**src/rtl/rng_arb_pkg.sv**
```systemverilog
`default_nettype none
// ============================================================================
// Module      : rng_arb_pkg
// Description : Shared definitions for the random-number arbiter.
//               Holds the FSM state type and the default parameter values.
// Revision    : 1.0 - initial release
// ============================================================================
package rng_arb_pkg;

  localparam int NUM_REQ_DEFAULT   = 4;
  localparam int SIZE_BITS_DEFAULT = 10;

  // One transaction walks IDLE -> FIRE -> CAPTURE -> ACK -> IDLE.
  typedef enum logic [1:0] {
    IDLE    = 2'd0,
    FIRE    = 2'd1,
    CAPTURE = 2'd2,
    ACK     = 2'd3
  } state_t;

endpackage : rng_arb_pkg
`default_nettype wire

```
**src/rtl/rr_pick.sv**
```systemverilog
`default_nettype none
// ============================================================================
// Module      : rr_pick
// Description : Combinational round-robin winner search. The search starts
//               at last_granted+1 and moves upward, wrapping to index 0.
// Ports       : req          - request vector
//               last_granted - index of the most recently served requester
//               winner       - index of the selected requester
//               any_req      - high when at least one request is present
// Revision    : 1.0 - initial release
// ============================================================================
module rr_pick #(
  parameter int NUM_REQ = 4,
  parameter int IDX_W   = (NUM_REQ > 1) ? $clog2(NUM_REQ) : 1
) (
  input  logic [NUM_REQ-1:0] req,
  input  logic [IDX_W-1:0]   last_granted,
  output logic [IDX_W-1:0]   winner,
  output logic               any_req
);

  logic w_found;

  // Two passes instead of a modulo: first the indices above last_granted,
  // then the wrapped-around indices up to and including last_granted.
  always_comb begin
    winner  = '0;
    w_found = 1'b0;
    any_req = |req;
    for (int j = 0; j < NUM_REQ; j++) begin
      if (!w_found && (j > int'(last_granted)) && req[j]) begin
        winner  = IDX_W'(j);
        w_found = 1'b1;
      end
    end
    for (int j = 0; j < NUM_REQ; j++) begin
      if (!w_found && (j <= int'(last_granted)) && req[j]) begin
        winner  = IDX_W'(j);
        w_found = 1'b1;
      end
    end
  end

endmodule : rr_pick
`default_nettype wire

```
**src/rtl/rng_arbiter.sv**
```systemverilog
`default_nettype none
// ============================================================================
// Module      : rng_arbiter
// Description : Round-robin arbiter in front of an external random number
//               generator. Each served requester triggers the generator,
//               the resulting value is captured and a one-cycle grant pulse
//               marks the requester the value belongs to.
// Ports       : clk      - system clock, rising edge
//               resetN   - asynchronous active-low reset
//               req      - level request per requester
//               grant    - one-hot one-cycle grant pulse
//               rand_val - last captured random value
//               busy     - high while a transaction is in progress
//               rng_rise - trigger to the generator's rise input
//               rng_dout - generator output value
// Revision    : 1.0 - initial release
// ============================================================================
module rng_arbiter
  import rng_arb_pkg::*;
#(
  parameter int NUM_REQ   = NUM_REQ_DEFAULT,
  parameter int SIZE_BITS = SIZE_BITS_DEFAULT
) (
  input  logic                 clk,
  input  logic                 resetN,
  input  logic [NUM_REQ-1:0]   req,
  output logic [NUM_REQ-1:0]   grant,
  output logic [SIZE_BITS-1:0] rand_val,
  output logic                 busy,
  output logic                 rng_rise,
  input  logic [SIZE_BITS-1:0] rng_dout
);

  localparam int IDX_W = $clog2(NUM_REQ);
  localparam logic [NUM_REQ-1:0] c_grant_one = {{(NUM_REQ-1){1'b0}}, 1'b1};
  localparam logic [IDX_W-1:0]   c_last_rst  = IDX_W'(NUM_REQ - 1);

  state_t               r_state;
  logic [IDX_W-1:0]     r_owner;
  logic [IDX_W-1:0]     r_last;
  logic                 r_rng_rise;
  logic [NUM_REQ-1:0]   r_grant;
  logic [SIZE_BITS-1:0] r_rand_val;

  logic [IDX_W-1:0]     w_winner;
  logic                 w_any_req;

  rr_pick #(
    .NUM_REQ (NUM_REQ),
    .IDX_W   (IDX_W)
  ) u_rr_pick (
    .req          (req),
    .last_granted (r_last),
    .winner       (w_winner),
    .any_req      (w_any_req)
  );

  // rng_rise and grant are registered one state ahead so that each is high
  // exactly while the FSM sits in FIRE and ACK respectively.
  always_ff @(posedge clk or negedge resetN) begin
    if (!resetN) begin
      r_state    <= IDLE;
      r_owner    <= '0;
      r_last     <= c_last_rst;
      r_rng_rise <= 1'b0;
      r_grant    <= '0;
      r_rand_val <= '0;
    end else begin
      r_rng_rise <= 1'b0;
      r_grant    <= '0;
      case (r_state)
        IDLE: begin
          if (w_any_req) begin
            r_owner    <= w_winner;
            r_rng_rise <= 1'b1;
            r_state    <= FIRE;
          end
        end
        FIRE: begin
          r_state <= CAPTURE;
        end
        CAPTURE: begin
          // The generator's value is valid the cycle after its rise edge.
          r_rand_val <= rng_dout;
          r_grant    <= c_grant_one << r_owner;
          r_state    <= ACK;
        end
        ACK: begin
          r_last  <= r_owner;
          r_state <= IDLE;
        end
        default: begin
          r_state <= IDLE;
        end
      endcase
    end
  end

  assign grant    = r_grant;
  assign rand_val = r_rand_val;
  assign rng_rise = r_rng_rise;
  assign busy     = (r_state != IDLE);

endmodule : rng_arbiter
`default_nettype wire

```
**config.mk**
```make
export PLATFORM = sky130hd
export DESIGN_NAME = rng_arbiter
export DESIGN_NICKNAME = d
export VERILOG_FILES = /design/src/rtl/rng_arb_pkg.sv /design/src/rtl/rr_pick.sv /design/src/rtl/rng_arbiter.sv
export SDC_FILE = /design/constraint.sdc
export NUM_CORES = 1
export LEC_CHECK = 0
export BUFFER_PORTS_ARGS = -buffer_cell sky130_fd_sc_hd__buf_2
export CORE_UTILIZATION = 47
export DETAILED_ROUTE_END_ITERATION = 10
export PLACE_DENSITY_LB_ADDON = 0.25
export SYNTH_ARGS = -nofsm -noshare
export SYNTH_HDL_FRONTEND = slang
export SYNTH_SLANG_ARGS = --single-unit
```
**constraint.sdc**
```tcl
create_clock -name clk -period 1.8 [get_ports clk]
set_clock_uncertainty 0.05 [all_clocks]
set_input_delay 0 -clock clk [delete_from_list [all_inputs] [get_ports clk]]
set_output_delay 0 -clock clk [all_outputs]
set_load 0.1 [all_outputs]
```
Word level (Yosys, flattened, before mapping)
Cells that the tools add are included.

Output and inout port bits: 16. Bits of input ports: 16. Flip-flop bits (word level): 21. Word-level logic and storage cells: 57.

Equality and inequality tests: 4. Shifts and indexed selects: 1. Muxes and demuxes: 18. Order comparisons: 6. Reductions and logical operators: 22.

Operators by type and width (number): 2-to-1 mux 2 bit (7); logical AND 1 bit (12); 2-to-1 mux 1 bit (9); one-hot mux 2 bit (4 select lines) (1); logical NOT 1 bit (6); == test 2 bit, second input constant (2); greater-than comparator 2 bit, first input constant (2); <= comparator 2 bit, first input constant (2); 2-to-1 mux 4 bit (1); OR reduction 4 bit (1); << shifter 1 x 2 -> 4 bit, first input constant (1); == test 2 x 1 -> 1 bit, second input constant (1); greater-than comparator 1 x 2 -> 1 bit, first input constant (1); <= comparator 1 x 2 -> 1 bit, first input constant (1); logical NOT 2 bit (1); inequality test 2 x 1 -> 1 bit, second input constant (1); AND reduction 2 bit (1); nonzero test 2 bit (1).

Depth between registers and ports, before layout
Gate-level depths: netlist of the first run.

Depth after elaboration: 26. Mapped depth: 6. Mapped depth without buffers: 5.

Modules after synthesis
A second synthesis of the first run with hierarchy kept.

Cells, all modules: 69. Area total of the unflattened synthesis: 972.2 um^2.

By module, submodules not included: rng_arbiter (seq. area each 528.0 um^2, cells each 55, times used 1, area each 885.8 um^2); rr_pick (seq. area each 0.0 um^2, cells each 14, times used 1, area each 86.3 um^2).

Worst setup path before layout of the first run
Ideal clock, no wire load.

Kind: register -> register. From: reg r_state[0]. To: reg r_owner[1]. Required time: 1622 ps. Path buffers: 0. Arrival time: 1514 ps. Path slack: 108 ps. Stages on the path, launching flop included: 6. Setup time: 128 ps. Clock period less this slack: 1692 ps. Path through: dfrtp_1 inv_1 ha_1 inv_1 a311o_2 o22ai_2.

Word-level cells in the longest chain between the ends: 2.

Ends and longest elaborated chain: start, declared (RTL line rng_arbiter.sv:38) `state_t r_state;`; start signal, assigned (RTL line rng_arbiter.sv:62) `r_state <= IDLE;`; start signal, assigned (RTL line rng_arbiter.sv:76) `r_state <= FIRE;`; start signal, assigned (RTL line rng_arbiter.sv:80) `r_state <= CAPTURE;`; logical NOT 2 bit (RTL line rng_arbiter.sv:71) `case (r_state)`; AND reduction 2 bit (no source line); end signal, assigned (RTL line rng_arbiter.sv:74) `r_owner <= w_winner;`; end, declared (RTL line rng_arbiter.sv:39) `logic [IDX_W-1:0] r_owner;`.

Every way passes these cells. A chain may end at the register's enable or synchronous reset.

Final worst setup path of the first run
From: reg r_state[0]. To: out busy.

Word-level cells in the longest chain between the ends: 1.

Ends and longest elaborated chain: nonzero test 2 bit (RTL line rng_arbiter.sv:102) `assign busy = (r_state != IDLE);`; end, declared (RTL line rng_arbiter.sv:29) `output logic busy,`.

Every way passes these cells.

==> impl_metrics.ini, run 1 <==
[sta]
min_period_over_period_pct = 86.6
hold_ws_ns = 0.0192
post-route-min-period_ns = 1.56
timing.slew.headroom_pct = 67.0
worst_pin_slew_ns = 0.498
setup_viol = 0
unrepaired_setup_endpoints_after_global_routing = no
maxClockFrequency_mhz = 642
hold_violations = 0
setup-tns-final_ns = 0
slew_violations = 0

[cells_and_area]
fillCellCount = 153
fraction_of_final_layout_cells_with_drive_strength_greater_than_1_pct = 36.5
finish.instance_area_mm2 = 0.00122
final_net_count = 135
areaGrowthSynthToFinish_pct = 35.6
register_area_um2 = 528
diode_insertion_count_for_antenna_repair = 0
area_of_the_multi_input_gates_um2 = 342

[clock_tree]
clock-root-buffer = clkbuf_4
clock_sinks = 21
cts_buffers = 3
htree_levels = 1
clock_insertion_delay_worst_skew_ns = 0.30
clk_pin_slew_ns = 0.11
tritoncts = yes
cts.path.max_buffers = 2
cts_setup_buffers = 0
resized_gates_after_cts = 0

[setup_path]
crit_type = reg -> out
worstPathCellList = inv_1 -> ha_1 -> inv_1 -> buf_2
cpMaxStageDelayCell = buf_2
regToRegSetupSlack_ns = 0.38
cp-end-kind = output pin
critical-path-max-stage-delay_ns = 0.42
critPathLaunchType = register
worstPathMaxFanout = 4
cp_data_required_time_ns = 1.75
worstPathArrival_ns = 1.51
timing.critical_path.mode_cell = inv_1

[synthesis]
area_of_the_mapped_netlist_um2 = 902
synth.yosys.seq_area_share_pct = 58.5
biggest_area_contributors_in_the_synthesized_netlist = dfrtp_1 53%, mux2_1 14%, dfstp_2 5.8%, ha_1 4.2%, inv_1 2.5%
postSynthCellCount = 70
postSynthNetCount = 89
netlist.area_leader.share_pct = 52.7
ys_seq_elements = 21
synth_cell_type_count = 21
synth_area_per_cell_um2 = 12.9
synth.yosys.warnings = 0
synth_area_leader_cell = dfrtp_1

[floorplan]
dieArea_mm2 = 0.00210
dieHeight_um = 45.8
die_span_x_um = 45.8
number_of_rows_created_at_floorplan = 15
core_region_area_mm2 = 0.00176
start_util_pct = 51.1
io_pins = 32

[worst_hold_path]
hold_class = in -> reg

[placed_design]
dpl_cell_area_mm2 = 0.00109
detailed_place_hpwl_um = 1190
io_buffer_count = 31
finalWeightedCongestion = 0.828

[route]
routed_wirelength_um = 1710
route.detailed.wl_per_inst_um = 12.2
post_route_drc_violation_count = 0
drt_iter0_drc = 4
route.detailed.vias_per_inst = 4.91
detailedRoute.firstPassIterationCount = 5
drtAntennaViolNets = 0
routed-via-count = 688

[flow_run]
max_cap_violations = 0

[grt]
track_usage_pct = 18.5
grt_start_max_net_pins = 22
grt_pass1_wl_um = 2730
number_of_global_route_vias_before_repair = 657
grt_overflow_total = 0
number_of_antenna_violations_at_the_first_check_in_global_routing = 0

[run_status]
status = complete, no violations
==> flip-flops by register name, indices dropped and copies added (netlist names) <==
signal and count:
rng_rise 1, grant 4, r_owner 2, r_state 2
r_last 2, rand_val 10
==> stage by stage <==
step / setup WS [ns] / std cells / utilization, %
3_3_place_gp: 0.446 / 125 / 61.6
3_5_place_dp: 0.363 / 125 / 61.6
6_report: 0.242 / 140 / 69.4
5_1_grt: 0.167 / 140 / 69.4
4_1_cts: 0.215 / 140 / 69.4
2_1_floorplan: 0.108 / 70 / -
==> routing by layer <==
metal	vias to the layer above	wire (um)	GRT usage [%]
li1	331	-	-
met3	2	57	3.57
met4	0	6	5.29
met1	333	720	21.2
met2	22	922	34.6
met5	-	0	0
==> Yosys cell counts, drive strengths merged <==
cell     n
dfstp    2
mux2    13
dfrtp   19
a21oi    1
ha       3
inv      6
buf      2
o22a     1
a311o    1
nor2     4
nor3b    3
nand3    1
nand2b   2
nand2    3
and3     2
o41a     1
a21boi   1
o22ai    1
a31oi    2
o21ai    2
==> cell type report <==
type / count / share of cell area [%]
well taps: 25 / 2.56
flip-flops and latches: 21 / 43.1
repair buffers: 43 / 22.3
inverters: 6 / 1.84
clock buffers: 3 / 1.84
clock inverters: 1 / 0.409
multi-input cells: 41 / 27.9
==> logic make-up (layout without fill, tap and decap cells) <==
logic type | count (synthesis) | after routing | share of synthesized area, %
and+or+nand+nor | 15 | 15 | 8.74
AOI/OAI and AO/OA | 10 | 10 | 8.74
DFF | 21 | 21 | 58.5
buffers and inverters | 8 | 53 | 3.61
muxes | 13 | 13 | 16.2
adders and majority gates | 3 | 3 | 4.16
==> cell usage in the layout (no fill, tap or decap) <==
| master | count |
|---|---|
| a31oi_1 | 2 |
| a21oi_1 | 1 |
| mux2_1 | 11 |
| o21ai_0 | 2 |
| nor3b_1 | 3 |
| a311o_2 | 1 |
| nand2_1 | 3 |
| a21boi_1 | 1 |
| clkbuf_4 | 3 |
| nand3_1 | 1 |
| nand2b_1 | 2 |
| mux2_2 | 2 |
| ha_1 | 3 |
| dlygate4sd3_1 | 11 |
| and3_1 | 2 |
| o41a_1 | 1 |
| nor2_1 | 4 |
| clkinv_2 | 1 |
| buf_2 | 31 |
| dfrtp_1 | 19 |
| o22ai_2 | 1 |
| buf_4 | 1 |
| o22a_1 | 1 |
| inv_1 | 6 |
| dfstp_2 | 2 |
==> critical path: cells and delay by family, from the launching register on <==
kind                       cells  cell delay, ns
buffers and inverters          3            0.58
adders and majority gates      1            0.24
DFF                            1            0.39
==> path summary, 6_finish.rpt <==
kind / cells after the start / end / from
max reg2reg: 4 / rand_val[7] / r_state[0]
min: 3 / r_owner[0] / req[1]
min in group asynchronous: 2 / rand_val[4] / resetN
max: 4 / busy / r_state[0]
max in group asynchronous: 2 / r_last[0] / resetN
min reg2reg: 1 / rand_val[6] / rand_val[6]
==> what timing repair did <==
item                                    4_1_cts  5_1_grt
endpoints found under the setup margin        0        0
endpoints found under the hold margin        31        0
hold buffers                                 11        0
Power of run 1 is not shown: default switching activity piles up to over one toggle a cycle in this logic, so the estimate is an artifact.
==> run 2, diff against run 1 <==
Settings changed: CORE_UTILIZATION 47 to 51, REMOVE_ABC_BUFFERS set to 1.
Clock period 1.8 ns to 2 ns, I/O delays scaled along.
==> run 2 against run 1 <==
Against the previous run: the run now ends with DRC left; critical path depth unchanged; via count grew 1.7%; flip-flop and latch count is the same; first-iteration DRC count rose to 4.8 times the previous value; die area is 7.5% lower; non-clock buffer count decreased by 1; final area decreased by 1.6%; critical path type unchanged.
==> impl_metrics.ini, run 2 (synthesis gave the netlist of run 1 again) <==
[run_status]
status = finished, violations left
failing_checks = DRC

[setup_path]
crit_type = reg -> out
critical-path-max-stage-delay_ns = 0.42
worstPathArrival_ns = 1.52
timing.rr.end = rand_val[2]
cpMaxStageDelayCell = buf_2
reg2reg_depth = 3
cp.buffers_inverters = 3
critPathLaunchType = register
regToRegSetupSlack_ns = 0.43
worstPathMaxFanout = 4
worstPathCellList = inv_1 -> ha_1 -> inv_1 -> buf_2
cp-end-kind = output pin
critical_path.reg2reg.startpoint = r_state[0]
timing.critical_path.mode_cell = inv_1
timing.critical_path.max_delay_family = buffers and inverters
cp_data_required_time_ns = 1.95

[worst_hold_path]
min_path_cells = 3
hold_start = req[1]
hold_class = in -> reg
hold_path_end = r_owner[0]

[sta]
hold_violations = 0
min_period_over_period_pct = 78.6
setup_viol = 0
timing.slew.headroom_pct = 62.7
slew_violations = 0
setup-tns-final_ns = 0
unrepaired_setup_endpoints_after_global_routing = no
worst_pin_slew_ns = 0.559
maxClockFrequency_mhz = 637
post-route-min-period_ns = 1.57

[clock_tree]
clk_pin_slew_ns = 0.11
clock_insertion_delay_worst_skew_ns = 0.30
resized_gates_after_cts = 0
htree_levels = 1
cts_buffers = 3
tritoncts = yes
cts.path.max_buffers = 2
clock_sinks = 21
clock-root-buffer = clkbuf_4

[cells_and_area]
areaGrowthSynthToFinish_pct = 33.4
fillCellCount = 110
final_net_count = 134
fraction_of_final_layout_cells_with_drive_strength_greater_than_1_pct = 35.1
register_area_um2 = 528
area_of_the_multi_input_gates_um2 = 342
diode_insertion_count_for_antenna_repair = 0
largest_register_ff_count = 10
layout.cells.most_common_list = 31 x buf_2, 19 x dfrtp_1, 11 x mux2_1, 11 x dlygate4sd3_1, 6 x inv_1
final_common_cell = buf_2

[route]
detailedRoute.firstPassIterationCount = 8
route.detailed.vias_per_inst = 5.38
routed-via-count = 700
drt_iter0_drc = 19
post_route_drc_violation_count = 3
route.detailed.wl_per_inst_um = 13.6
drtAntennaViolNets = 0
routed_wirelength_um = 1770

[floorplan]
io_pins = 32
start_util_pct = 57.2
die_span_x_um = 44.1
number_of_rows_created_at_floorplan = 14
core_region_area_mm2 = 0.00158
dieHeight_um = 44.1
dieArea_mm2 = 0.00194

[placed_design]
finalWeightedCongestion = 0.771
io_buffer_count = 31
detailed_place_hpwl_um = 1200

[grt]
number_of_antenna_violations_at_the_first_check_in_global_routing = 0
track_usage_pct = 20.2
number_of_global_route_vias_before_repair = 627
grt_overflow_total = 0
grt_start_max_net_pins = 22
grt_pass1_wl_um = 2810

[flow_run]
max_cap_violations = 0
[run 2: layout make-up]
type                    count  area share (%)
multi-input cells          41            28.4
clock buffers               4            2.18
flip-flops and latches     21            43.9
inverters                   6            1.87
repair buffers             42            22.0
well taps                  16            1.66
[run 2: how the worst max path moves through the flow]
| stage | depth (start not counted) | endpoint | start |
|---|---|---|---|
| 2_1_floorplan | 5 | r_owner[1] | r_state[0] |
| 3_3_place_gp | 3 | rand_val[1] | r_state[0] |
| 5_1_grt | 3 | rand_val[2] | r_state[0] |
| 6_report | 4 | busy | r_state[0] |
| 3_5_place_dp | 3 | rand_val[7] | r_state[0] |
| 4_1_cts | 4 | busy | r_state[0] |
[run 2: per-stage QoR]
step                      instance area [um2]  hold slack (ns)  instances  setup slack [ns]  util [%]
after floorplan                           892           -0.346         68             0.308         -
after global placement                   1070          -0.0845        115             0.478      67.7
after detailed placement                 1070          -0.0778        115             0.429      67.7
after CTS                                1200           0.0104        130             0.409      76.3
after global routing                     1200           0.0290        130             0.343      76.3
final                                    1200           0.0223        130             0.429      76.3
[run 2: worst register-to-register path, stage by stage (launching register included)]
cell	delay, ns
dfrtp_1	0.42
inv_1	0.09
ha_1	0.52
mux2_1	0.39
[run 2: what timing repair did]
item | in CTS | in global routing
hold buffers | 11 | 0
buffers inserted | 0 | 0
endpoints found under the hold margin | 31 | 0
setup endpoints to repair | 0 | 0
[run 2: metal layers]
metal	GRT usage (%)	routed length, um
met5	0	0
met4	5.45	19
met3	4.90	79
met2	36.5	942
met1	23.9	728
Power of run 2 is left out for the same reason.
==> run 3, diff against run 2 <==
Settings changed: CORE_UTILIZATION 51 to 47.
Clock period 2 ns to 1.65 ns, I/O delays scaled along.
==> run 3 against run 2 <==
Against the previous run: the run now ends clean; register-to-register slack worse by 0.15 ns; die area up 8.1%; worst hold slack better by 0.028 ns; global-route usage down 2.4 points.
==> impl_metrics.ini, run 3 (synthesis gave the netlist of run 1 again) <==
[run_status]
status = complete, no violations

[floorplan]
dieArea_mm2 = 0.00210
number_of_rows_created_at_floorplan = 15
core_region_area_mm2 = 0.00176
die_span_x_um = 45.8
io_pins = 32
dieHeight_um = 45.8
start_util_pct = 51.1

[cells_and_area]
largest_register_ff_count = 10
final_common_cell = buf_2
final_net_count = 135
layout.cells.most_common_list = 30 x buf_2, 19 x dfrtp_1, 11 x mux2_1, 11 x dlygate4sd3_1, 6 x inv_1
diode_insertion_count_for_antenna_repair = 0
areaGrowthSynthToFinish_pct = 35.9
register_area_um2 = 528
area_of_the_multi_input_gates_um2 = 342
fraction_of_final_layout_cells_with_drive_strength_greater_than_1_pct = 36.5
fillCellCount = 143

[clock_tree]
cts.path.max_buffers = 2
clock_sinks = 21
tritoncts = yes
clk_pin_slew_ns = 0.11
clock_insertion_delay_worst_skew_ns = 0.29
clock-root-buffer = clkbuf_4
htree_levels = 1
cts_buffers = 3
cts_setup_buffers = 0

[grt]
grt_start_max_net_pins = 22
grt_overflow_total = 0
grt_pass1_wl_um = 2640
track_usage_pct = 17.8
number_of_antenna_violations_at_the_first_check_in_global_routing = 0
number_of_global_route_vias_before_repair = 632

[route]
drtAntennaViolNets = 0
drt_iter0_drc = 13
routed_wirelength_um = 1620
route.detailed.vias_per_inst = 4.78
routed-via-count = 669
post_route_drc_violation_count = 0
route.detailed.wl_per_inst_um = 11.6
detailedRoute.firstPassIterationCount = 5

[setup_path]
timing.critical_path.mode_cell = inv_1
regToRegSetupSlack_ns = 0.28
cp_data_required_time_ns = 1.60
reg2reg_depth = 4
timing.rr.end = rand_val[8]
critPathLaunchType = register
cp.buffers_inverters = 3
worstPathArrival_ns = 1.42
critical_path.reg2reg.startpoint = r_state[0]
critical-path-max-stage-delay_ns = 0.39
cp-end-kind = output pin
worstPathCellList = inv_1 -> ha_1 -> inv_1 -> clkbuf_4
timing.critical_path.max_delay_family = buffers and inverters
cpMaxStageDelayCell = dfrtp_1
worstPathMaxFanout = 4
crit_type = reg -> out

[sta]
setup_viol = 0
unrepaired_setup_endpoints_after_global_routing = no
worst_pin_slew_ns = 0.488
slew_violations = 0
min_period_over_period_pct = 89.4
timing.slew.headroom_pct = 67.7
post-route-min-period_ns = 1.47
hold_violations = 0
setup-tns-final_ns = 0
maxClockFrequency_mhz = 678

[worst_hold_path]
min_path_cells = 3
hold_path_end = r_owner[0]
hold_class = in -> reg
hold_start = req[1]

[placed_design]
io_buffer_count = 31
finalWeightedCongestion = 0.856

[flow_run]
max_cap_violations = 0
-- run 3: metrics by stage --
step | setup slack, ns | utilization, % | hold slack [ns] | cell area (um2) | instances
after floorplan | -0.0422 | - | -0.346 | 892 | 68
after global placement | 0.343 | 61.6 | -0.0804 | 1090 | 125
after detailed placement | 0.281 | 61.6 | -0.0738 | 1090 | 125
after CTS | 0.0677 | 69.4 | 0.0466 | 1220 | 140
after global routing | 0.0867 | 69.5 | 0.0634 | 1230 | 140
final | 0.176 | 69.5 | 0.0500 | 1230 | 140
-- run 3: final cells by class --
cell class | instances | share of cell area, %
clock buffer | 3 | 1.84
clock inverter | 1 | 0.408
inverter | 6 | 1.84
multi-input combinational | 41 | 27.9
sequential | 21 | 43.1
tap | 25 | 2.55
timing repair buffer | 43 | 22.4
-- run 3: worst min-delay path, delay by kind of cell --
kind / cells / cell delay [ns]
AOI/OAI and AO/OA: 2 / 0.24
buffers and inverters: 1 / 0.13
-- run 3: repair_timing --
item	CTS	global route
endpoints found under the setup margin	0	1
gates resized for setup	0	1
endpoints found under the hold margin	31	0
hold buffers	11	0
-- run 3: worst max path at each step --
stage	startpoint	endpoint	cells after the start
after floorplan	r_state[0]	r_owner[1]	5
after global placement	r_state[0]	rand_val[3]	4
after detailed placement	r_state[0]	rand_val[8]	4
after CTS	r_state[0]	busy	4
after global routing	r_state[0]	busy	4
final	r_state[0]	busy	4
-- run 3: per-layer routing --
metal	routed length [um]	global-route usage (%)	vias to the layer above
met5	0	0	-
met4	10	7.06	0
met3	62	3.57	2
met2	857	31.7	19
met1	694	20.9	314
li1	-	-	334
Power of run 3 is left out for the same reason.
